### src/rtl/gpio_arbiter_if.sv
// Bundle of the two requester ports and the GPIO register port seen by gpio_arbiter.
interface gpio_arbiter_if;
    logic        req0_valid;
    logic        req0_we;
    logic [31:0] req0_addr;
    logic [31:0] req0_wdata;
    logic        req0_ready;
    logic        req0_rvalid;
    logic [31:0] req0_rdata;

    logic        req1_valid;
    logic        req1_we;
    logic [31:0] req1_addr;
    logic [31:0] req1_wdata;
    logic        req1_ready;
    logic        req1_rvalid;
    logic [31:0] req1_rdata;

    logic        gpio_wr_en;
    logic [31:0] gpio_addr;
    logic [31:0] gpio_wr_data;
    logic [31:0] gpio_rd_data;

    modport slave (
        input  req0_valid, req0_we, req0_addr, req0_wdata,
        output req0_ready, req0_rvalid, req0_rdata,
        input  req1_valid, req1_we, req1_addr, req1_wdata,
        output req1_ready, req1_rvalid, req1_rdata,
        output gpio_wr_en, gpio_addr, gpio_wr_data,
        input  gpio_rd_data
    );

    modport master (
        output req0_valid, req0_we, req0_addr, req0_wdata,
        input  req0_ready, req0_rvalid, req0_rdata,
        output req1_valid, req1_we, req1_addr, req1_wdata,
        input  req1_ready, req1_rvalid, req1_rdata,
        input  gpio_wr_en, gpio_addr, gpio_wr_data,
        output gpio_rd_data
    );
endinterface

### src/rtl/gpio_arbiter.sv
// Two-requester arbiter onto one GPIO register port, IDLE -> ISSUE -> RESP per transaction.
// Define GPIO_ARB_FIXED_PRIO_EN for strict requester-0 priority instead of burst-limited round-robin.
module gpio_arbiter #(
    parameter int BURST_MAX = 4
) (
    input logic         clk,
    input logic         rst,
    gpio_arbiter_if.slave bus
);
    typedef enum logic [1:0] {IDLE, ISSUE, RESP} state_t;

    typedef struct packed {
        logic        we;
        logic [31:0] addr;
        logic [31:0] wdata;
    } req_t;

    localparam logic [3:0] BMAX = 4'(BURST_MAX);

    state_t          state, state_nxt;
    logic            owner, owner_nxt;
    logic [3:0]      burst_cnt, burst_cnt_nxt;
    req_t            cur;
    req_t [1:0]      req;
    logic [1:0]      valid;
    logic [1:0]      ready;
    logic [1:0][31:0] rdata;
    logic            win;
    logic            accept;

    assign valid  = {bus.req1_valid, bus.req0_valid};
    assign req[0] = {bus.req0_we, bus.req0_addr, bus.req0_wdata};
    assign req[1] = {bus.req1_we, bus.req1_addr, bus.req1_wdata};

    always_comb begin
        win = 1'b0;
        if (valid == 2'b10) begin
            win = 1'b1;
        end else if (valid == 2'b11) begin
`ifdef GPIO_ARB_FIXED_PRIO_EN
            win = 1'b0;
`else
            // burst_cnt is 0 only before the first grant after reset; that tie goes to requester 0
            if (burst_cnt == 4'd0)
                win = ~owner;
            else if (burst_cnt < BMAX)
                win = owner;
            else
                win = ~owner;
`endif
        end
    end

    always_comb begin
        state_nxt     = state;
        owner_nxt     = owner;
        burst_cnt_nxt = burst_cnt;
        ready         = 2'b00;
        accept        = 1'b0;
        unique case (state)
            IDLE: begin
                if (!rst && valid != 2'b00) begin
                    ready[win] = 1'b1;
                    accept     = 1'b1;
                    state_nxt  = ISSUE;
                    owner_nxt  = win;
                    if (win == owner)
                        burst_cnt_nxt = (burst_cnt < BMAX) ? burst_cnt + 4'd1 : burst_cnt;
                    else
                        burst_cnt_nxt = 4'd1;
                end
            end
            ISSUE:   state_nxt = RESP;
            RESP:    state_nxt = IDLE;
            default: state_nxt = IDLE;
        endcase
    end

    always_ff @(posedge clk) begin
        if (rst) begin
            state     <= IDLE;
            owner     <= 1'b1;
            burst_cnt <= 4'd0;
            cur       <= '0;
            rdata     <= '0;
        end else begin
            state     <= state_nxt;
            owner     <= owner_nxt;
            burst_cnt <= burst_cnt_nxt;
            if (accept)
                cur <= req[win];
            // owner still names the requester being served until the next acceptance
            if (state == ISSUE)
                rdata[owner] <= cur.we ? 32'h0 : bus.gpio_rd_data;
        end
    end

    assign bus.req0_ready   = ready[0];
    assign bus.req1_ready   = ready[1];
    assign bus.req0_rvalid  = (state == RESP) && !owner;
    assign bus.req1_rvalid  = (state == RESP) && owner;
    assign bus.req0_rdata   = rdata[0];
    assign bus.req1_rdata   = rdata[1];
    assign bus.gpio_wr_en   = (state == ISSUE) && cur.we;
    assign bus.gpio_addr    = cur.addr;
    assign bus.gpio_wr_data = cur.wdata;

    a_one_ready: assert property (@(posedge clk) !(bus.req0_ready && bus.req1_ready));
    a_ready_idle: assert property (@(posedge clk) (bus.req0_ready || bus.req1_ready) |-> (state == IDLE));
endmodule

### src/flat_wrapper.sv
// flat-port wrapper written by rule: the top's interface ports become plain ports
module gpio_arbiter_flat 
#(
    parameter int BURST_MAX = 4
)
  (clk, rst, bus_req0_valid, bus_req0_we, bus_req0_addr, bus_req0_wdata, bus_req0_ready, bus_req0_rvalid, bus_req0_rdata, bus_req1_valid, bus_req1_we, bus_req1_addr, bus_req1_wdata, bus_req1_ready, bus_req1_rvalid, bus_req1_rdata, bus_gpio_wr_en, bus_gpio_addr, bus_gpio_wr_data, bus_gpio_rd_data);
  gpio_arbiter_if bus_i ();
  input logic clk;
  input logic rst;
  input wire logic [$bits(bus_i.req0_valid)-1:0] bus_req0_valid;
  input wire logic [$bits(bus_i.req0_we)-1:0] bus_req0_we;
  input wire logic [$bits(bus_i.req0_addr)-1:0] bus_req0_addr;
  input wire logic [$bits(bus_i.req0_wdata)-1:0] bus_req0_wdata;
  output wire logic [$bits(bus_i.req0_ready)-1:0] bus_req0_ready;
  output wire logic [$bits(bus_i.req0_rvalid)-1:0] bus_req0_rvalid;
  output wire logic [$bits(bus_i.req0_rdata)-1:0] bus_req0_rdata;
  input wire logic [$bits(bus_i.req1_valid)-1:0] bus_req1_valid;
  input wire logic [$bits(bus_i.req1_we)-1:0] bus_req1_we;
  input wire logic [$bits(bus_i.req1_addr)-1:0] bus_req1_addr;
  input wire logic [$bits(bus_i.req1_wdata)-1:0] bus_req1_wdata;
  output wire logic [$bits(bus_i.req1_ready)-1:0] bus_req1_ready;
  output wire logic [$bits(bus_i.req1_rvalid)-1:0] bus_req1_rvalid;
  output wire logic [$bits(bus_i.req1_rdata)-1:0] bus_req1_rdata;
  output wire logic [$bits(bus_i.gpio_wr_en)-1:0] bus_gpio_wr_en;
  output wire logic [$bits(bus_i.gpio_addr)-1:0] bus_gpio_addr;
  output wire logic [$bits(bus_i.gpio_wr_data)-1:0] bus_gpio_wr_data;
  input wire logic [$bits(bus_i.gpio_rd_data)-1:0] bus_gpio_rd_data;
  assign bus_i.req0_valid = bus_req0_valid;
  assign bus_i.req0_we = bus_req0_we;
  assign bus_i.req0_addr = bus_req0_addr;
  assign bus_i.req0_wdata = bus_req0_wdata;
  assign bus_req0_ready = bus_i.req0_ready;
  assign bus_req0_rvalid = bus_i.req0_rvalid;
  assign bus_req0_rdata = bus_i.req0_rdata;
  assign bus_i.req1_valid = bus_req1_valid;
  assign bus_i.req1_we = bus_req1_we;
  assign bus_i.req1_addr = bus_req1_addr;
  assign bus_i.req1_wdata = bus_req1_wdata;
  assign bus_req1_ready = bus_i.req1_ready;
  assign bus_req1_rvalid = bus_i.req1_rvalid;
  assign bus_req1_rdata = bus_i.req1_rdata;
  assign bus_gpio_wr_en = bus_i.gpio_wr_en;
  assign bus_gpio_addr = bus_i.gpio_addr;
  assign bus_gpio_wr_data = bus_i.gpio_wr_data;
  assign bus_i.gpio_rd_data = bus_gpio_rd_data;
  gpio_arbiter #(.BURST_MAX(BURST_MAX)) u_core (.clk(clk), .rst(rst), .bus(bus_i));
endmodule
### config.mk
export PLATFORM = sky130hd
export DESIGN_NAME = gpio_arbiter_flat
export DESIGN_NICKNAME = d
export VERILOG_FILES = /design/src/rtl/gpio_arbiter_if.sv /design/src/rtl/gpio_arbiter.sv /design/src/flat_wrapper.sv
export SDC_FILE = /design/constraint.sdc
export NUM_CORES = 1
export LEC_CHECK = 0
export CAP_MARGIN = 40
export CORE_ASPECT_RATIO = 0.8
export CORE_MARGIN = 1
export CORE_UTILIZATION = 30
export CTS_CLUSTER_DIAMETER = 100
export DETAILED_ROUTE_END_ITERATION = 6
export GPL_TIMING_DRIVEN = 0
export MAX_ROUTING_LAYER = met4
export SYNTH_ARGS = -nofsm -noshare
export SYNTH_HDL_FRONTEND = slang
export SYNTH_SLANG_ARGS = --single-unit
### constraint.sdc
create_clock -name clk -period 2.4 [get_ports clk]
set_input_delay 0.72 -clock clk [delete_from_list [all_inputs] [get_ports clk]]
set_output_delay 0.72 -clock clk [all_outputs]
set_load 0.005 [all_outputs]
Yosys cells after proc, flatten, opt, wreduce, memory -nomap -nowiden

Index checks and enable logic that the tools add are counted.

Output and inout port bits: 133
Logic and storage cells: 55
Input port bits: 166
Register bits after elaboration: 136

Add/sub/neg operators: 1
Magnitude comparators: 5
Muxes and demuxes: 20
Equal/unequal tests: 7
Bitwise gates (word level): 1
Reductions and logical operators: 13

Operators by type and width:

| operator                                                                      | number |
|---|---|
| 65-bit two-way mux                                                            | 2 |
| 64-bit bitwise mux                                                            | 1 |
| 32-bit two-way mux                                                            | 2 |
| 32-bit demux with 1-bit select                                                | 1 |
| 4-bit two-way mux                                                             | 2 |
| 1-bit two-way mux                                                             | 7 |
| 2-bit equality test (second input constant)                                   | 3 |
| 1-bit logical AND                                                             | 6 |
| 2-bit two-way mux                                                             | 3 |
| 4-bit by 1-bit adder with 4-bit output (second input constant)                | 1 |
| 4-bit logical NOT                                                             | 1 |
| 1-bit by 2-bit less-than comparator with 1-bit output (second input constant) | 2 |
| 4-bit by 3-bit less-than comparator with 1-bit output (second input constant) | 1 |
| 2-bit case mux with 2 select lines                                            | 1 |
| 3-bit AND reduction                                                           | 1 |
| 2-bit by 1-bit equality test with 1-bit output (second input constant)        | 1 |
| 1-bit greater-or-equal comparator (second input constant)                     | 2 |
| 1-bit logical NOT                                                             | 2 |
| 2-bit logical NOT                                                             | 1 |
| 2-bit by 1-bit != test with 1-bit output (second input constant)              | 1 |
| 2-bit != test (second input constant)                                         | 1 |
| 2-bit AND reduction                                                           | 1 |
| 2-bit nonzero test                                                            | 1 |
| 1-bit demux with 1-bit select                                                 | 1 |
| other kinds (2)                                                               | 2 |

Depth between registers and ports, before layout

Depth after elaboration: 11
Mapped depth: 8
Depth with buffers taken out: 6

Worst setup path after synthesis

No wires, ideal clock.

Path kind: input to output
Start point: input rst
End point: output bus_req0_ready
Data required time: 1680 ps
Path buffers: 3
Stages on the path: 5
Data arrival time: 1772 ps
Slack: -92 ps
Path through: clkbuf_1 > or4_1 > buf_2 > buf_2 > nor2_1

Longest elaborated chain between the ends: 4

Ends and longest elaborated chain:

| element            | RTL line           | source |
|---|---|---|
| start: declaration | flat_wrapper.sv:9  | `input logic rst;` |
| 1-bit logical NOT  | gpio_arbiter.sv:62 | `if (!rst && valid != 2'b00) begin` |
| 1-bit logical AND  | gpio_arbiter.sv:62 |  |
| 2-bit two-way mux  | gpio_arbiter.sv:62 |  |
| 2-bit two-way mux  | gpio_arbiter.sv:60 | `unique case (state)` |
| end: declaration   | flat_wrapper.sv:14 | `output wire logic [$bits(bus_i.req0_ready)-1:0] bus_req0_ready;` |

Every way passes these cells.

Worst setup path after layout

Start point: input bus_req0_valid
End point: output bus_req0_ready

Longest elaborated chain between the ends: 9
Elaborated cells between the ends (all ways): 13
Classes of those cells: 2 x order compare; 2 x eq/ne; 6 x mux; 3 x reduce/logical

Ends and longest elaborated chain:

| element                                                                                                                                 | RTL line           | source |
|---|---|---|
| start: declaration                                                                                                                      | flat_wrapper.sv:10 | `input wire logic [$bits(bus_i.req0_valid)-1:0] bus_req0_valid;` |
| 2-bit equality test                                                                                                                     | gpio_arbiter.sv:39 | `end else if (valid == 2'b11) begin` |
| 1-bit two-way mux                                                                                                                       | gpio_arbiter.sv:39 |  |
| 1-bit two-way mux                                                                                                                       | gpio_arbiter.sv:37 | `if (valid == 2'b10) begin` |
| 1-bit by 2-bit less-than comparator with 1-bit output (not written as such) / 1-bit greater-or-equal comparator (equally long branches) | gpio_arbiter.sv:63 | `ready[win] = 1'b1;` |
| 1-bit logical AND (not written as such)                                                                                                 | gpio_arbiter.sv:63 |  |
| 1-bit two-way mux (not written as such)                                                                                                 | gpio_arbiter.sv:63 |  |
| 1-bit demux with 1-bit select                                                                                                           | --                 |  |
| 2-bit two-way mux (*)                                                                                                                   | gpio_arbiter.sv:62 |  |
| 2-bit two-way mux (*)                                                                                                                   | gpio_arbiter.sv:60 |  |

Every way passes the cells marked *; elsewhere a longest branch is shown, timed or not.

==> summary.txt <==
Cells and area
  – Multi-input gate area: 3020 sq um
  – FILL cells: 2034
  – Final Instance Area: 10700 sq um
  – Nets: 1286
  – Area delta synth->final: 63.8%
  – Layout cell share with drive strength beyond 1: 21.0%
  – Reg area: 2730 sq um
  – Final Util: 50.9%
  – Antenna diodes: 0

STA
  – Worst Max-Slew Pin Slew: 774 ps
  – Final Hold Viols: 0
  – Final min period: 2530 ps
  – RSZ-0062 raised after global routing: yes
  – Setup TNS Final: -250 ps
  – Fmax: 395 MHz
  – Post-route setup slack: -130 ps
  – Final worst-path cycle share: 105%
  – Final setup vio count: 2
  – Worst hold slack: 453 ps
  – Slew Viols, Final: 0
  – Slew headroom: 48.4%
  – Skew final: 11.7 ps

Route
  – TritonRoute pass-1 iters: 7
  – DRT iter0 DRCs: 365
  – Final ANT Viol Nets: 0
  – Avg WL per Cell: 16.2 um
  – Via Count: 6409
  – DRC viols: 19
  – Via density: 4.58
  – Routed Wire Length: 22700 um

Power
  – Worst VDD drop: 413 uV
  – Leak: 4.05 nW
  – Overall power: 6.66 mW
  – Pwr per Cell Area: 625 nW/um^2

Clock tree
  – Total CTS buffers: 17
  – Clock Sinks: 136
  – Clock Latency Late Sink: 420 ps
  – Hold buffers post-CTS: 0
  – CTS tree: yes
  – CTS Buffer Depth: 2
  – Htree depth: 4
  – Clock Tree Root: clkbuf_16
  – Clk pin slew, worst setup/hold paths: 60 ps

Logic synthesis
  – Largest cells by area after synthesis: dfxtp_1, a211oi_2, nand2_1
  – Synth cell count leaders: nand2_1, dfxtp_1, a21oi_1
  – EDFF count, synth: 0
  – Synth Register Bits: 136
  – Synth area leader: dfxtp_1
  – YS warnings: 0
  – Count leader, synth: nand2_1
  – Syn nets: 955
  – Main synth FF type: dfxtp_1
  – Mapped Avg Cell Area: 8.26 sq um
  – Seq/Total Area, Yosys: 41.9%
  – Share of the synthesized area in the top cell type: 41.9%
  – FFs w/ async S/R, synth: 0%
  – Netlist cell types: 32
  – Cell Area, Synth: 6500 sq um
  – Synth Instances: 787

Critical path
  – Reg2Reg Setup Slack: 220 ps
  – Critical Path End Type: output pin
  – Critical path data required time: 1680 ps
  – CP max FO: 7
  – Startpoint types: input port
  – CP arrival: 1810 ps
  – Setup Crit Path Kind: in -> out

Place
  – Port bufs: 297
  – Global placer's final weighted congestion: 0.796
  – Final HPWL DP: 16700 um
  – Post-DP Area: 9830 sq um

Floorplanning
  – # IOs: 299
  – Initial Util: 31.1%
  – Die width: 167 um
  – Core area: 20900 sq um
  – Die Area: 22300 sq um
  – Die height: 134 um
  – Row cnt: 47

GRT
  – Overall routing resource usage: 20.9%
  – First-pass GRT wire length: 35000 um
  – Largest net degree at the start of global routing: 17
  – Vias in the first global route: 6264
  – Grt ovf: 0
  – Initial antenna violation count: 0

Status
  – Status: finished, violations left
  – Failing checks: design-rule violations, negative setup slack

Flow run
  – Max-cap violations: 0

Min path
  – Hold/Removal Path Class: reg -> reg
[what timing repair did]
action	4_1_cts	5_1_grt
setup buffers	8	9
pin swaps	7	6
cloned	0	0
endpoints found under the setup margin	5	19
gates resized for setup	53	10
[power breakdown]
part           total (mW)  internal, mW  switching, mW
Combinational        1.63         0.922          0.708
Clock                2.53          1.46           1.07
Sequential           2.50          2.41         0.0831
[layout make-up]
cell class	instances	area share [%]
timing repair buffer	314	29.4
multi-input combinational	523	28.3
sequential	136	25.6
buffer	123	8.01
clock buffer	19	4.16
tap	269	3.16
clock inverter	13	1.14
inverter	3	0.153
[state kept, by name, summed over array words and instances, names as in the netlist]
| name | cells |
|---|---|
| u_core.bus.req1_rdata | 32 |
| u_core.bus.gpio_wr_data | 32 |
| u_core.cur | 1 |
| u_core.state | 2 |
| u_core.bus.req0_rdata | 32 |
| u_core.bus.gpio_addr | 32 |
| u_core.burst_cnt | 4 |
| u_core.owner | 1 |
[worst max-delay path, cell delays in order]
cell    delay [ps]
buf_12          90
nor2_2          30
or4_4          500
buf_6          140
buf_8          130
nor2_4          80
buf_2          110
[path summary, 6_finish.rpt]
| path | from | end | depth (start not counted) |
|---|---|---|---|
| max | bus_req0_valid | bus_req0_ready | 7 |
| min | u_core.bus.req0_rdata[1] | u_core.bus.req0_rdata[1] | 2 |
| max reg2reg | u_core.state[0] | u_core.bus.gpio_addr[25] | 8 |
| min reg2reg | u_core.bus.req0_rdata[1] | u_core.bus.req0_rdata[1] | 2 |
[per-layer routing]
layer	GRT usage, %	vias to the layer above	routed length (um)
met1	27.7	2979	10700
met2	31.5	190	10200
li1	-	3227	-
met3	5.64	13	1560
met5	-	-	0
met4	4.89	0	214
[through the flow]
step | setup WS [ps] | std cells
5_1_grt | -197 | 1400
3_3_place_gp | -1220 | 1353
4_1_cts | -213 | 1392
6_report | -130 | 1400
2_1_floorplan | 27.1 | 787
3_5_place_dp | -1210 | 1353
[layout by cell type, fill, tap and decap left out, types with 2 or more instances in the layout]
master and instances:
a21oi_1 122, nor3b_1 2, nand2_1 194, buf_4 80
nand2b_1 4, buf_12 3, nor2b_1 33, nor2_4 2
dfxtp_1 131, clkbuf_1 28, clkbuf_16 18, inv_6 3
and2_1 2, a21oi_2 10, clkinv_2 2, and3b_1 2
clkinv_4 3, clkdlybuf4s50_1 291, buf_2 13, clkbuf_8 2
buf_1 4, dlymetal6s2s_1 2, and4_1 2, dfxtp_2 4
a211oi_2 65, buf_6 13, clkinvlp_4 5, nor2_1 69
inv_2 2
[kinds of logic (layout without fill, tap and decap cells)]
family	count (synthesis)	count (layout)	share of synthesized area, %
AOI/OAI and AO/OA	205	205	24.5
adders and majority gates	2	2	0.385
buffers and inverters	128	472	12.8
DFF	136	136	41.9
and+or+nand+nor	316	316	20.5
Power figures use the tool's default switching activity.
==> RTL edit (same flow settings) <==
Make the reset (`rst`) asynchronous in one clocked block.
--- a/src/rtl/gpio_arbiter.sv
+++ b/src/rtl/gpio_arbiter.sv
@@ -76,7 +76,7 @@
         endcase
     end
 
-    always_ff @(posedge clk) begin
+    always_ff @(posedge clk or posedge rst) begin
         if (rst) begin
             state     <= IDLE;
             owner     <= 1'b1;
Formal check against the unedited RTL: differs if rst is asserted again (counterexample within 4 cycles, from zero or initial values and one cycle with rst high); with rst held inactive, the same outputs for 4 cycles.
==> RTL edit against the original RTL <==
- the run ends with negative setup slack left
- clock skew fell by 0.0013 ns
- sequential cell count did not move
- hold slack got worse by 0.10 ns
- synthesized cell count fell by 28%
- area after synthesis fell by 5.6%
- utilization rose by 0.75 points
- wire length fell by 12%
- design area fell by 3.5%
- worst setup slack got worse by 0.0098 ns
- global-route usage fell by 1.5 points
- die area fell by 5.5%
- critical path type unchanged
Power is not compared: it rests on default switching activity, and its combinational part moved more than twofold at a synthesized area within 25%.
==> RTL edit: results <==
export IMPL_outcome="complete, but fails checks"
export IMPL_failed_checks="negative setup slack"
export IMPL_layout_setup_ws_ns=-0.1400
export IMPL_finalWirelength_mm=19.90
export IMPL_dr_pass1_iters=4
export IMPL_placedCellCount=1133
export IMPL_wl_per_cell_um=16.97
export IMPL_worst_slew_pin_slew_ns=0.5677
export IMPL_grt_max_degree=33
export IMPL_syn_inst=568
export IMPL_ys_seq_area_share_pct=55.45
export IMPL_hpwl_mm=14.78
export IMPL_grt_usage_pct=19.38
export IMPL_yosysUniqueCellTypes=32
export IMPL_port_buffers=297
export IMPL_synth_common_cells="dfrtp_1, nand2_1, buf_4"
export IMPL_clkLatencyLatePin_ns=0.42
export IMPL_synth_mux_area_share_pct=0.1630
export IMPL_max_clock_path_buffers=2
export IMPL_yosys_warnings=0
export IMPL_synth_compound_area_share_pct=24.13
export IMPL_ys_flop_type="dfrtp_1"
export IMPL_synthAdderAreaFrac_pct=0.4076
export IMPL_async_flop_share_pct=100.0
export IMPL_ys_top_cells_by_area="dfrtp_1, a22o_1, buf_4, a21o_1, o21ai_1"
export IMPL_holdCritPathClass="primary input to async pin"
export IMPL_grt_pass1_vias=5307
export IMPL_synth_nets=736
export IMPL_fin_skew_ns=0.01047
export IMPL_drive_above_1_share_pct=15.40
export IMPL_grt_pass1_wl_mm=29.95
export IMPL_gp_congestion=0.7821
export IMPL_viasPerCell=4.546
export IMPL_fillCellCount=1844
export IMPL_dr_first_iter_drc_count=247
export IMPL_synth_xor_area_share_pct=0.1427
export IMPL_setup_violations=2
## RTL edit: changes by cell type in the layout (fill, tap and decap cells not counted), moves of 9 or more
| cell | change |
|---|---|
| a21o_1 | +66 |
| dfxtp_1 | -131 |
| nand2b_1 | +29 |
| o21ai_1 | +65 |
| nand2_1 | -126 |
| nor2b_1 | -31 |
| a21oi_2 | -9 |
| a211oi_2 | -65 |
| nor2_1 | -67 |
| dfrtp_1 | +134 |
| buf_6 | -9 |
| a21oi_1 | -122 |
| a22o_1 | +66 |
## RTL edit: metal layers
layer / global-route usage, % / vias to the layer above / wire [µm]
met3: 3.687 / 22 / 909
li1: - / 2582 / -
met1: 26.07 / 2566 / 9413
met5: - / - / 0
met2: 29.34 / 163 / 9217
met4: 6.493 / 0 / 361
## RTL edit: worst max-delay path: stages
cell      delay (ns)
buf_2           0.16
or4b_4          0.49
a211oi_4        0.21
buf_6           0.15
buf_6           0.09
## RTL edit: power by group through the flow
stage	Clock, mW	Combinational (mW)	Sequential (mW)
4_1_cts	2.83	5.18	3.85
6_report	2.76	5.13	3.84
5_1_grt	2.92	5.55	3.97
3_5_place_dp	0	5.06	3.85
3_3_place_gp	0	5.00	3.84
2_1_floorplan	0	2.29	3.81
## RTL edit: timing repair
action | in CTS | in global routing
gates resized for setup | 41 | 2
pin swaps | 6 | 2
buffers inserted | 8 | 1
endpoints found under the hold margin | 0 | 0
setup endpoints to repair | 73 | 17
## RTL edit: metrics by stage
step | TNS [ns] | area [µm²] | hold WS (ns) | worst slack [ns] | util (%)
after floorplan | -1.664 | 6143 | 0.4793 | -0.01233 | -
after global placement | -250.31 | 9447 | 0.4676 | -1.510 | 47.44
after detailed placement | -47.14 | 9527 | 0.4744 | -1.382 | 47.84
after CTS | -0.2685 | 10260 | 0.3462 | -0.1366 | 51.55
after global routing | -0.3409 | 10280 | 0.3852 | -0.1836 | 51.63
final | -0.2157 | 10280 | 0.3482 | -0.1400 | 51.63
## RTL edit: area by class of cell
class	instances	share of cell area (%)
repair buffers	310	30.30
flip-flops and latches	136	33.13
inverters	4	0.1825
clock inverters	14	1.728
plain buffers	102	6.450
clock buffers	18	4.272
multi-input cells	325	20.73
well taps	264	3.213
## RTL edit: final timing paths
path,start,endpoint,slack (ns),cells after the start
min in group clk,u_core.bus.req0_rdata[25],u_core.bus.req0_rdata[25],0.48,2
setup / recovery,bus_req1_valid,bus_req1_ready,-0.14,5
hold / removal,rst,u_core.bus.req1_rdata[31],0.35,2
max in group asynchronous,rst,u_core.owner,1.20,4
hold reg to reg,u_core.bus.req0_rdata[25],u_core.bus.req0_rdata[25],0.48,2
setup reg to reg,u_core.state[1],u_core.bus.gpio_addr[13],0.22,8
